**config.mk**
```make
export PLATFORM = sky130hd
export DESIGN_NAME = mux_bus_arbiter_flat
export DESIGN_NICKNAME = d
export VERILOG_FILES = /design/src/rtl/mux_bus_arbiter_if.sv /design/src/rtl/mux_bus_arbiter.sv /design/src/flat_wrapper.sv
export SDC_FILE = /design/constraint.sdc
export NUM_CORES = 1
export LEC_CHECK = 0
export CAP_MARGIN = 20
export CORE_MARGIN = 2
export CORE_UTILIZATION = 40
export CTS_BUF_LIST = sky130_fd_sc_hd__clkbuf_2 sky130_fd_sc_hd__clkbuf_4 sky130_fd_sc_hd__clkbuf_8
export DETAILED_ROUTE_END_ITERATION = 16
export PLACE_DENSITY = 0.8
export SLEW_MARGIN = 20
export SYNTH_ARGS = -nofsm -noshare
export SYNTH_HDL_FRONTEND = slang
export SYNTH_SLANG_ARGS = --single-unit
```
**constraint.sdc**
```tcl
create_clock -name clk -period 2.1 [get_ports clk]
set_clock_uncertainty 0.15 [all_clocks]
set_input_delay 0.42 -clock clk [delete_from_list [all_inputs] [get_ports clk]]
set_output_delay 0.42 -clock clk [all_outputs]
set_load 0.02 [all_outputs]
```
**src/rtl/mux_bus_arbiter_if.sv**
```systemverilog
// rtl/mux_bus_arbiter_if.sv - handshake bundle between two requesters, the arbiter and one consumer
interface mux_bus_arbiter_if #(
    parameter int N = 8
);
    logic         in1_valid;
    logic [N-1:0] in1_data;
    logic         in1_ready;
    logic         in2_valid;
    logic [N-1:0] in2_data;
    logic         in2_ready;
    logic         control;
    logic         out_valid;
    logic [N-1:0] out_data;
    logic         out_ready;

    modport slave (
        input  in1_valid, in1_data, in2_valid, in2_data, out_ready,
        output in1_ready, in2_ready, control, out_valid, out_data
    );

    modport master (
        output in1_valid, in1_data, in2_valid, in2_data, out_ready,
        input  in1_ready, in2_ready, control, out_valid, out_data
    );
endinterface

```
**src/rtl/mux_bus_arbiter.sv**
```systemverilog
// rtl/mux_bus_arbiter.sv - round-robin 2:1 mux arbiter with a one-word registered output stage
module mux_bus_arbiter #(
    parameter int N = 8
) (
    input logic              clk,
    input logic              reset,
    mux_bus_arbiter_if.slave bus
);
    typedef enum logic {IDLE = 1'b0, HOLD = 1'b1} state_t;

    state_t       state_q, state_d;
    logic         prio_q, prio_d;
    logic         control_q, control_d;
    logic         out_valid_q, out_valid_d;
    logic [N-1:0] out_data_q, out_data_d;

    logic grant;
    logic sel;

    // Readies are held low while reset is asserted so no handshake completes during reset.
    always_comb begin
        grant = (state_q == IDLE) & ~reset & (bus.in1_valid | bus.in2_valid);
        sel   = (bus.in1_valid & bus.in2_valid) ? prio_q : bus.in2_valid;
    end

    assign bus.in1_ready = grant & bus.in1_valid & ~sel;
    assign bus.in2_ready = grant & bus.in2_valid & sel;
    assign bus.control   = control_q;
    assign bus.out_valid = out_valid_q;
    assign bus.out_data  = out_data_q;

    always_comb begin
        state_d     = state_q;
        prio_d      = prio_q;
        control_d   = control_q;
        out_valid_d = out_valid_q;
        out_data_d  = out_data_q;
        case (state_q)
            IDLE: begin
                if (grant) begin
                    out_data_d  = sel ? bus.in2_data : bus.in1_data;
                    control_d   = sel;
                    out_valid_d = 1'b1;
                    state_d     = HOLD;
                end
            end
            HOLD: begin
                // The requester that lost this grant is preferred on the next contention.
                if (bus.out_ready) begin
                    out_valid_d = 1'b0;
                    prio_d      = ~control_q;
                    state_d     = IDLE;
                end
            end
            default: state_d = IDLE;
        endcase
    end

    always_ff @(posedge clk or posedge reset) begin
        if (reset) begin
            state_q     <= IDLE;
            prio_q      <= 1'b0;
            control_q   <= 1'b0;
            out_valid_q <= 1'b0;
            out_data_q  <= '0;
        end else begin
            state_q     <= state_d;
            prio_q      <= prio_d;
            control_q   <= control_d;
            out_valid_q <= out_valid_d;
            out_data_q  <= out_data_d;
        end
    end
endmodule

```
**src/flat_wrapper.sv**
```systemverilog
// flat-port wrapper written by rule: the top's interface ports become plain ports
module mux_bus_arbiter_flat 
#(
    parameter int N = 8
)
  (clk, reset, bus_in1_valid, bus_in1_data, bus_in2_valid, bus_in2_data, bus_out_ready, bus_in1_ready, bus_in2_ready, bus_control, bus_out_valid, bus_out_data);
  mux_bus_arbiter_if #(.N(N)) bus_i ();
  input logic clk;
  input logic reset;
  input wire logic [$bits(bus_i.in1_valid)-1:0] bus_in1_valid;
  input wire logic [$bits(bus_i.in1_data)-1:0] bus_in1_data;
  input wire logic [$bits(bus_i.in2_valid)-1:0] bus_in2_valid;
  input wire logic [$bits(bus_i.in2_data)-1:0] bus_in2_data;
  input wire logic [$bits(bus_i.out_ready)-1:0] bus_out_ready;
  output wire logic [$bits(bus_i.in1_ready)-1:0] bus_in1_ready;
  output wire logic [$bits(bus_i.in2_ready)-1:0] bus_in2_ready;
  output wire logic [$bits(bus_i.control)-1:0] bus_control;
  output wire logic [$bits(bus_i.out_valid)-1:0] bus_out_valid;
  output wire logic [$bits(bus_i.out_data)-1:0] bus_out_data;
  assign bus_i.in1_valid = bus_in1_valid;
  assign bus_i.in1_data = bus_in1_data;
  assign bus_i.in2_valid = bus_in2_valid;
  assign bus_i.in2_data = bus_in2_data;
  assign bus_i.out_ready = bus_out_ready;
  assign bus_in1_ready = bus_i.in1_ready;
  assign bus_in2_ready = bus_i.in2_ready;
  assign bus_control = bus_i.control;
  assign bus_out_valid = bus_i.out_valid;
  assign bus_out_data = bus_i.out_data;
  mux_bus_arbiter #(.N(N)) u_core (.clk(clk), .reset(reset), .bus(bus_i));
endmodule
```
Word-level counts from Yosys, hierarchy flattened
Cells that the tools add are included.
- register bits after elaboration: 12
- latch bits: 0
- RAM bits: 0
- bits in read-only memories: 0
- output and inout port bits: 12
- logic and storage cells: 30
- memories kept: 0
- add/sub/neg operators: 0
- multipliers: 0
- divide/modulo/power cells: 0
- magnitude comparators: 0
- equality and inequality tests: 2
- shift-type cells: 0
- multiplexer cells: 8
- bitwise operators: 12
- reduce and logical (&&, ||, !) cells: 3
- operator list (operator ; number):
    $mux W8 ; 1
    $and A1 B1 Y1 ; 7
    $reduce_and A2 Y1 ; 3
    $mux W1 ; 5
    $not A1 Y1 ; 4
    $pmux W1 S2 ; 2
    $ne A2 B1 Y1 const B ; 1
    $ne A2 B2 Y1 const B ; 1
    $or A1 B1 Y1 ; 1

Logic depth before layout (Yosys ltp)
Gate-level depths: netlist (run 1).
- depth after elaboration: 5
- depth in mapped cells: 5
- depth with buffers taken out: 3

Least setup slack after synthesis (run 1)
OpenSTA, ideal clock, no wires.
- path type: input -> output
- from: input bus_in2_valid
- to: output bus_in2_ready
- arrival time: 1225 ps
- data required time: 1530 ps
- slack: 305 ps
- stages on the path: 3
- buffers on the path: 1
- cells stage by stage: clkbuf_1 -> nand2_1 -> nor3_1
- longest elaborated chain between the ends: 4
- elaborated cells between the ends (all ways): 6
- RTL lines (what ; RTL line ; source):
    start, declared ; flat_wrapper.sv:12 ; input wire logic [$bits(bus_i.in2_valid)-1:0] bus_in2_valid;
    $or A1 B1 Y1 ; mux_bus_arbiter.sv:22 ; grant = (state_q == IDLE) & ~reset & (bus.in1_valid | bus.in2_valid);
    $and A1 B1 Y1 ; mux_bus_arbiter.sv:22 ;
    $and A1 B1 Y1 ; mux_bus_arbiter.sv:27 ; assign bus.in2_ready = grant & bus.in2_valid & sel;
    $and A1 B1 Y1 (*) ; mux_bus_arbiter.sv:27 ;
    end, declared ; flat_wrapper.sv:16 ; output wire logic [$bits(bus_i.in2_ready)-1:0] bus_in2_ready;
Every way passes the cells marked *; elsewhere a longest branch is shown, timed or not.

Worst setup path after layout (run 1)
- from: input bus_in1_valid
- to: output bus_in1_ready
- longest elaborated chain between the ends: 4
- elaborated cells between the ends (all ways): 7
- RTL lines (what ; RTL line ; source):
    start, declared ; flat_wrapper.sv:10 ; input wire logic [$bits(bus_i.in1_valid)-1:0] bus_in1_valid;
    $or A1 B1 Y1 or $and A1 B1 Y1 (tied branches) ; mux_bus_arbiter.sv:22, mux_bus_arbiter.sv:23 ;
    $and A1 B1 Y1 or $mux W1 (tied branches) ; mux_bus_arbiter.sv:22, mux_bus_arbiter.sv:23 ;
    $and A1 B1 Y1 or $not A1 Y1 (tied branches) ; mux_bus_arbiter.sv:26 ; assign bus.in1_ready = grant & bus.in1_valid & ~sel;
    $and A1 B1 Y1 (*) ; mux_bus_arbiter.sv:26 ;
    end, declared ; flat_wrapper.sv:15 ; output wire logic [$bits(bus_i.in1_ready)-1:0] bus_in1_ready;
Marks and branches as above.

==> summary.txt, run 1 <==
Logic synthesis
  – Biggest area contributors in the synthesized netlist: sky130_fd_sc_hd__dfrtp_1 (46%), sky130_fd_sc_hd__a31oi_2 (15%), sky130_fd_sc_hd__a21oi_1 (6.1%)
  – Number of instances in the synthesized netlist: 68
  – Biggest area consumer among synthesized cells: sky130_fd_sc_hd__dfrtp_1
  – Synthesized area: 653 sq um
  – Mean area per synthesized cell: 9.60 sq um
  – Library cells used by synthesis: 19
  – Synth Warn #: 0
  – Area share of the largest cell type after synthesis: 46.0%
  – Sequential area share after synthesis: 46.0%
  – Net Count, Synth: 89
  – Total of flip-flops plus latches after synthesis: 12

Die
  – Placeable core region: approximately 0.0015 sq mm
  – Area of the die: between 0.0015 and 0.002 sq mm
  – Die height: 44.4 um
  – Cell row count: 14
  – Initial cell density of the core: 42.9%
  – Width of the chip: approximately 44 um
  – Number of top-level design ports: 33

Global routing
  – Largest net degree at the start of global routing: 13
  – First-pass GRT wire length: slightly above 3 mm
  – Number of antenna violations at the first check in global routing: 0
  – Overflow left after global routing: 0
  – Combined global-route utilization of all metal layers: 21.7%
  – Number of global-route vias before repair: 657

Power and ir drop
  – Combinational cell fraction of total power: 45.9%
  – Power consumption: ~870 uW
  – Power density cells: 850 mW/mm^2
  – Power share of the sequential group: a little under two fifths
  – Peak ir drop on the vdd network: roughly 0.48 mV
  – Cell-internal power: 558 uW
  – Switch Pwr: 311 uW
  – Share of total power consumed by net switching: 35.8%
  – Total leakage power: 0.416 nW
  – Clock Power Share: 16.5%

Critical path
  – Worst flop-to-flop path startpoint: u_core.state_q
  – Crit end category: primary output
  – Register-to-register path setup slack: 0.71 ns
  – Setup crit start kind: input pin
  – Critical path's largest stage delay: 0.49 ns
  – Worst EP required: 1.53 ns
  – Slowest cell on crit path: sky130_fd_sc_hd__clkdlybuf4s50_1
  – Type of the worst setup path: input pin to primary output
  – Source of the critical timing path: bus_in1_valid
  – Series of cell instances along the critical path: clkdlybuf4s50_1 > nand2b_1 > nand2_1 > and3_1 > buf_2
  – Critical path arrival: around 1.4 ns
  – Maximum net fanout on the critical path: 2

Outcome
  – Status: completed

Clock network
  – Total clock buffers created by CTS: 3
  – Clock latency on the worst-skew pair: 0.27 ns
  – Sinks on the clock net: 12
  – Number of buffers on the longest clock path: 2
  – CTS clk-pin slew, worst paths: 0.07 ns
  – Root buffer cell: sky130_fd_sc_hd__clkbuf_4
  – Clock tree from TritonCTS: done
  – Maximum level of the CTS H-tree: 1

Layout
  – Util after Layout: 67.1%
  – Growth of design area from synthesis to finish: 56.5%
  – Antenna fix cells: 0
  – Fin cells: 121
  – Share of cells above drive strength 1: 20.0%
  – Net count of the finished layout: 128

Detailed routing
  – Post-detailed-route via-to-cell ratio: 5.61
  – Initial DRC count: 21
  – Number of nets with antenna violations after detailed routing: 0
  – DR pass1 iterations: 4
  – Drt total wl: roughly 1.9 mm
  – Overall via count from detail_route: 679
  – Post-detailed-route wirelength per cell: 15.3 um
  – DRC errors left: 0

Worst hold path
  – Path type of the worst min-delay path: flip-flop to flip-flop
  – Worst Hold Launch: u_core.bus.out_valid

STA
  – Number of setup violations in the final report: 0
  – Fin. max-slew vios: 0
  – Sum of negative setup slack: 0 ns
  – Slew margin rel.: 68.4%
  – Slew of the pin with the lowest slew margin: 0.474 ns
  – Setup repair after global routing missed its margin: false
  – Final Hold Fails: 0
  – Setup WS post-layout: about 0.14 ns
  – Tcrit/Tclk final: 93.4%
  – Shortest period the worst path allows: 1.96 ns
  – Maximum operating frequency: 510 MHz

Placement
  – Weighted congestion reported at the end of routability-driven placement: just under 0.8
  – Number of cells in the design after placement: 118
  – Worst slack after detailed placement: -0.301 ns
  – Port bufs: 32
  – DP HPWL: 1.41 mm

Run
  – Max-capacitance violation count: 0
==> synthesized netlist by cell type <==
library cell and number:
sky130_fd_sc_hd__and2_4 1, sky130_fd_sc_hd__nor2_1 1, sky130_fd_sc_hd__nor2b_1 1, sky130_fd_sc_hd__buf_2 2, sky130_fd_sc_hd__o21ai_0 8, sky130_fd_sc_hd__nand2b_1 1, sky130_fd_sc_hd__inv_1 3, sky130_fd_sc_hd__and3_1 1
sky130_fd_sc_hd__dfrtp_1 12, sky130_fd_sc_hd__a31oi_2 8, sky130_fd_sc_hd__a32o_1 1, sky130_fd_sc_hd__buf_6 2, sky130_fd_sc_hd__or2_1 1, sky130_fd_sc_hd__o21ai_1 2, sky130_fd_sc_hd__nor3_1 1, sky130_fd_sc_hd__a21oi_1 8
sky130_fd_sc_hd__clkbuf_1 1, sky130_fd_sc_hd__nand3_1 8, sky130_fd_sc_hd__nand2_1 6
==> cell type report <==
class	instances	area, sq um
Fill cell	126	502
Clock buffer	3	22.5
Timing Repair Buffer	39	363
Sequential cell	12	300
Inverter	3	11.3
Tap cell	16	20.0
Multi-Input combinational cell	48	305
==> registers in the layout, summed over array words and instances, names as in the netlist <==
| name | count |
|---|---|
| u_core.bus.out_data | 8 |
| u_core.bus.control | 1 |
| u_core.bus.out_valid | 1 |
| u_core.prio_q | 1 |
| u_core.state_q | 1 |
==> worst max-delay path, delay by kind of cell <==
family                 cells  cell delay [ns]
buffers and inverters      2             0.65
AND/OR/NAND/NOR            3             0.31
==> stage by stage <==
step                hold WS [ns]  instance area, sq um
floorplan                  0.135                   653
global placement           0.311                  1010
detailed placement         0.313                  1010
CTS                        0.330                  1030
global route               0.362                  1020
finish                     0.327                  1020
==> timing repair <==
item | in CTS | in global routing
gates resized for setup | 4 | 4
endpoints found under the setup margin | 2 | 2
hold buffers | 0 | 0
buffers inserted | 0 | 0
==> routing by layer <==
layer  up-vias  share of wire (%)  GRT usage (%)
li1        325                  -              -
met1       326                 43           27.5
met2        26                 50           35.9
met3         2                5.4           3.27
met4         0                1.2           10.9
met5         -                  0              0
==> kinds of logic after synthesis <==
kind of cell	after synthesis	synth area share [%]
AND/OR/NAND/NOR	21	16.1
AO/OA/AOI/OAI	27	30.7
flip-flops	12	46.0
buffers and inverters	8	7.28
==> power by group through the flow <==
stage / registers, mW / logic [mW] / clock network [mW]
after CTS: 0.327 / 0.402 / 0.146
after floorplan: 0.393 / 0.149 / 0
final: 0.327 / 0.399 / 0.143
after global placement: 0.330 / 0.393 / 0
after global routing: 0.335 / 0.431 / 0.156
after detailed placement: 0.331 / 0.402 / 0
==> path summary, 6_finish.rpt <==
kind                                          endpoint  cells past startpoint
worst max-delay path                     bus_in1_ready                      5
worst min-delay path              u_core.bus.out_valid                      2
worst max register to register  u_core.bus.out_data[1]                      4
worst min register to register    u_core.bus.out_valid                      2
max in group asynchronous           u_core.bus.control                      2
min in group asynchronous       u_core.bus.out_data[2]                      2
==> cell usage in the layout, fill, tap and decap left out, types with 2 or more instances in the layout <==
cell                               n
sky130_fd_sc_hd__clkdlybuf4s50_1  30
sky130_fd_sc_hd__a21oi_1           8
sky130_fd_sc_hd__o21ai_1           2
sky130_fd_sc_hd__buf_4             7
sky130_fd_sc_hd__dfrtp_1          12
sky130_fd_sc_hd__nand2_1           6
sky130_fd_sc_hd__inv_1             3
sky130_fd_sc_hd__clkbuf_4          3
sky130_fd_sc_hd__nand3_1           8
sky130_fd_sc_hd__o21ai_0           8
sky130_fd_sc_hd__a31oi_2           8
Power figures use the tool's default switching activity.
==> run 2, diff against run 1 <==
--- a/config.mk
+++ b/config.mk
@@ -11,6 +11,7 @@
 export CTS_BUF_LIST = sky130_fd_sc_hd__clkbuf_2 sky130_fd_sc_hd__clkbuf_4 sky130_fd_sc_hd__clkbuf_8
 export DETAILED_ROUTE_END_ITERATION = 16
 export PLACE_DENSITY = 0.8
+export SKIP_LAST_GASP = 1
 export SLEW_MARGIN = 20
 export SYNTH_ARGS = -nofsm -noshare
 export SYNTH_HDL_FRONTEND = slang
==> run 2 against run 1 <==
Fmax is 0.50% lower. Core utilization stayed put. Sequential power hardly changed. Sequential cell count stayed put. Design area stayed put. Non-clock buffer count stayed put. Clock power hardly changed. First-iteration DRC count is 4.8% lower. Critical endpoint unchanged.
==> summary.txt, run 2 (synthesis gave the netlist of run 1 again) <==
STA
  – Setup repair after global routing missed its margin: false
  – Shortest period the worst path allows: 1.97 ns
  – Final Hold Fails: 0
  – Slew of the pin with the lowest slew margin: 0.474 ns
  – Fin. max-slew vios: 0
  – Slew margin rel.: between 60% and 70%
  – Tcrit/Tclk final: 93.9%
  – Maximum operating frequency: 507 MHz
  – Final hold slack: ~0.33 ns
  – Number of setup violations in the final report: 0

Placement
  – Number of cells in the design after placement: 118
  – Placed Area: 0.00101 sq mm
  – DP HPWL: 1.41 mm
  – Weighted congestion reported at the end of routability-driven placement: 0.795
  – Port bufs: 32

Layout
  – Number of filler instances in the final layout: 126
  – Leading cell types in the layout, fill and taps excluded: sky130_fd_sc_hd__clkdlybuf4s50_1 (30), sky130_fd_sc_hd__dfrtp_1 (12)
  – Antenna fix cells: 0
  – Growth of design area from synthesis to finish: 56.5%
  – Leading cell type in the layout, fill and taps excluded: sky130_fd_sc_hd__clkdlybuf4s50_1
  – Share of cells above drive strength 1: 20.0%
  – Max reg flops: 8
  – Fin cells: 121
  – Post-route design area: 0.00102 sq mm
  – Net count of the finished layout: 128

Power and ir drop
  – Switch Pwr: 311 uW
  – Power share of the sequential group: 37.6%
  – Cell-internal power: about 560 uW
  – Peak ir drop on the vdd network: 0.482 mV
  – Clock Power Share: 16.5%
  – Power density cells: about 850 mW/mm^2
  – Total leakage power: 0.416 nW
  – Combinational cell fraction of total power: ~46%
  – Power consumption: 869 uW
  – Share of total power consumed by net switching: 35.8%

Critical path
  – Critical path arrival: 1.40 ns
  – Series of cell instances along the critical path: clkdlybuf4s50_1 > nand2b_1 > nand2_1 > and3_1 > clkbuf_2
  – Critical path's largest stage delay: around 0.5 ns
  – Kind of cell with the highest combined delay on the critical path: buffers and inverters
  – Slowest cell on crit path: sky130_fd_sc_hd__clkdlybuf4s50_1
  – Setup crit start kind: input pin
  – Crit end category: primary output
  – Worst EP required: between 1.5 and 2 ns
  – Maximum net fanout on the critical path: 2
  – Buffers & Inverters on Critical Path: 2
  – Type of the worst setup path: input pin to primary output

Die
  – Width of the chip: 44.4 um
  – Area of the die: 0.00197 sq mm
  – Placeable core region: 0.00152 sq mm
  – Number of top-level design ports: 33
  – Initial cell density of the core: 42.9%
  – Die height: 44.4 um
  – Cell row count: 14

Detailed routing
  – Post-detailed-route via-to-cell ratio: around 5.6
  – Drt total wl: 1.85 mm
  – DR pass1 iterations: 4
  – Number of nets with antenna violations after detailed routing: 0
  – Initial DRC count: 20
  – Overall via count from detail_route: 674
  – Post-detailed-route wirelength per cell: approximately 15 um
  – DRC errors left: 0

Clock network
  – CTS clk-pin slew, worst paths: 0.07 ns
  – Clock tree from TritonCTS: done
  – Maximum level of the CTS H-tree: 1
  – Number of buffers on the longest clock path: 2
  – Root buffer cell: sky130_fd_sc_hd__clkbuf_4
  – Buffers inserted by post-CTS timing repair: 0
  – Clock latency on the worst-skew pair: approximately 0.27 ns
  – Total clock buffers created by CTS: 3
  – Sinks on the clock net: 12

Global routing
  – Combined global-route utilization of all metal layers: a little over a fifth
  – First-pass GRT wire length: 3.03 mm
  – Number of antenna violations at the first check in global routing: 0
  – Number of global-route vias before repair: 657
  – Overflow left after global routing: 0
  – Largest net degree at the start of global routing: 13

Run
  – Max-capacitance violation count: 0

Worst hold path
  – Path type of the worst min-delay path: flip-flop to flip-flop

Outcome
  – Status: completed
[run 2: cell types whose count changed in the layout (fill, tap and decap cells not counted)]
cell | before | now
sky130_fd_sc_hd__clkbuf_2 | 1 | 2
sky130_fd_sc_hd__buf_2 | 1 | 0
[run 2: per-stage QoR]
step                util, %  TNS (ns)  setup WS (ns)
detailed placement     66.3    -0.536         -0.301
global placement       66.3    -0.461         -0.242
global route           67.1         0         0.0434
floorplan                 -         0          0.305
CTS                    67.6   -0.0341        -0.0341
finish                 67.1         0          0.129
[run 2: worst min-delay path, stage by stage (launching register included)]
cell and delay [ns]:
sky130_fd_sc_hd__dfrtp_1 0.34, sky130_fd_sc_hd__nand2_1 0.05, sky130_fd_sc_hd__nand2_1 0.06
[run 2: metal layers]
layer  vias to the layer above  wire length (um)  global-route usage, %
li1                        325                 -                      -
met1                       324               798                   27.5
met2                        23               940                   35.9
met3                         2                91                   3.27
met4                         0                23                   10.9
met5                         -                 0                      0
[run 2: power by group through the flow]
stage	logic (mW)	registers (mW)	clock network, mW
floorplan	0.149	0.393	0
global placement	0.393	0.330	0
detailed placement	0.402	0.331	0
CTS	0.401	0.327	0.146
global route	0.431	0.335	0.156
finish	0.399	0.327	0.143
[run 2: worst paths after layout]
path,start,to,slack [ns],depth (start not counted)
worst min register to register,u_core.bus.out_valid,u_core.bus.out_valid,0.33,2
worst min-delay path,u_core.bus.out_valid,u_core.bus.out_valid,0.33,2
worst max register to register,u_core.state_q,u_core.bus.out_data[1],0.70,4
min in group asynchronous,reset,u_core.bus.out_data[2],0.38,2
worst max-delay path,bus_in1_valid,bus_in1_ready,0.13,5
max in group asynchronous,reset,u_core.bus.control,1.10,2
[run 2: cell type report]
type / instances / area (sq um) / share of cell area [%]
clock buffer: 3 / 22.5 / 2.20
inverter: 3 / 11.3 / 1.10
multi-input combinational: 48 / 305 / 29.9
sequential: 12 / 300 / 29.4
tap: 16 / 20.0 / 1.96
timing repair buffer: 39 / 363 / 35.5
[run 2: repair_timing]
| item | in CTS | in global routing |
|---|---|---|
| endpoints found under the hold margin | 0 | 0 |
| hold buffers | 0 | 0 |
| resized for setup | 2 | 5 |
| endpoints found under the setup margin | 2 | 2 |
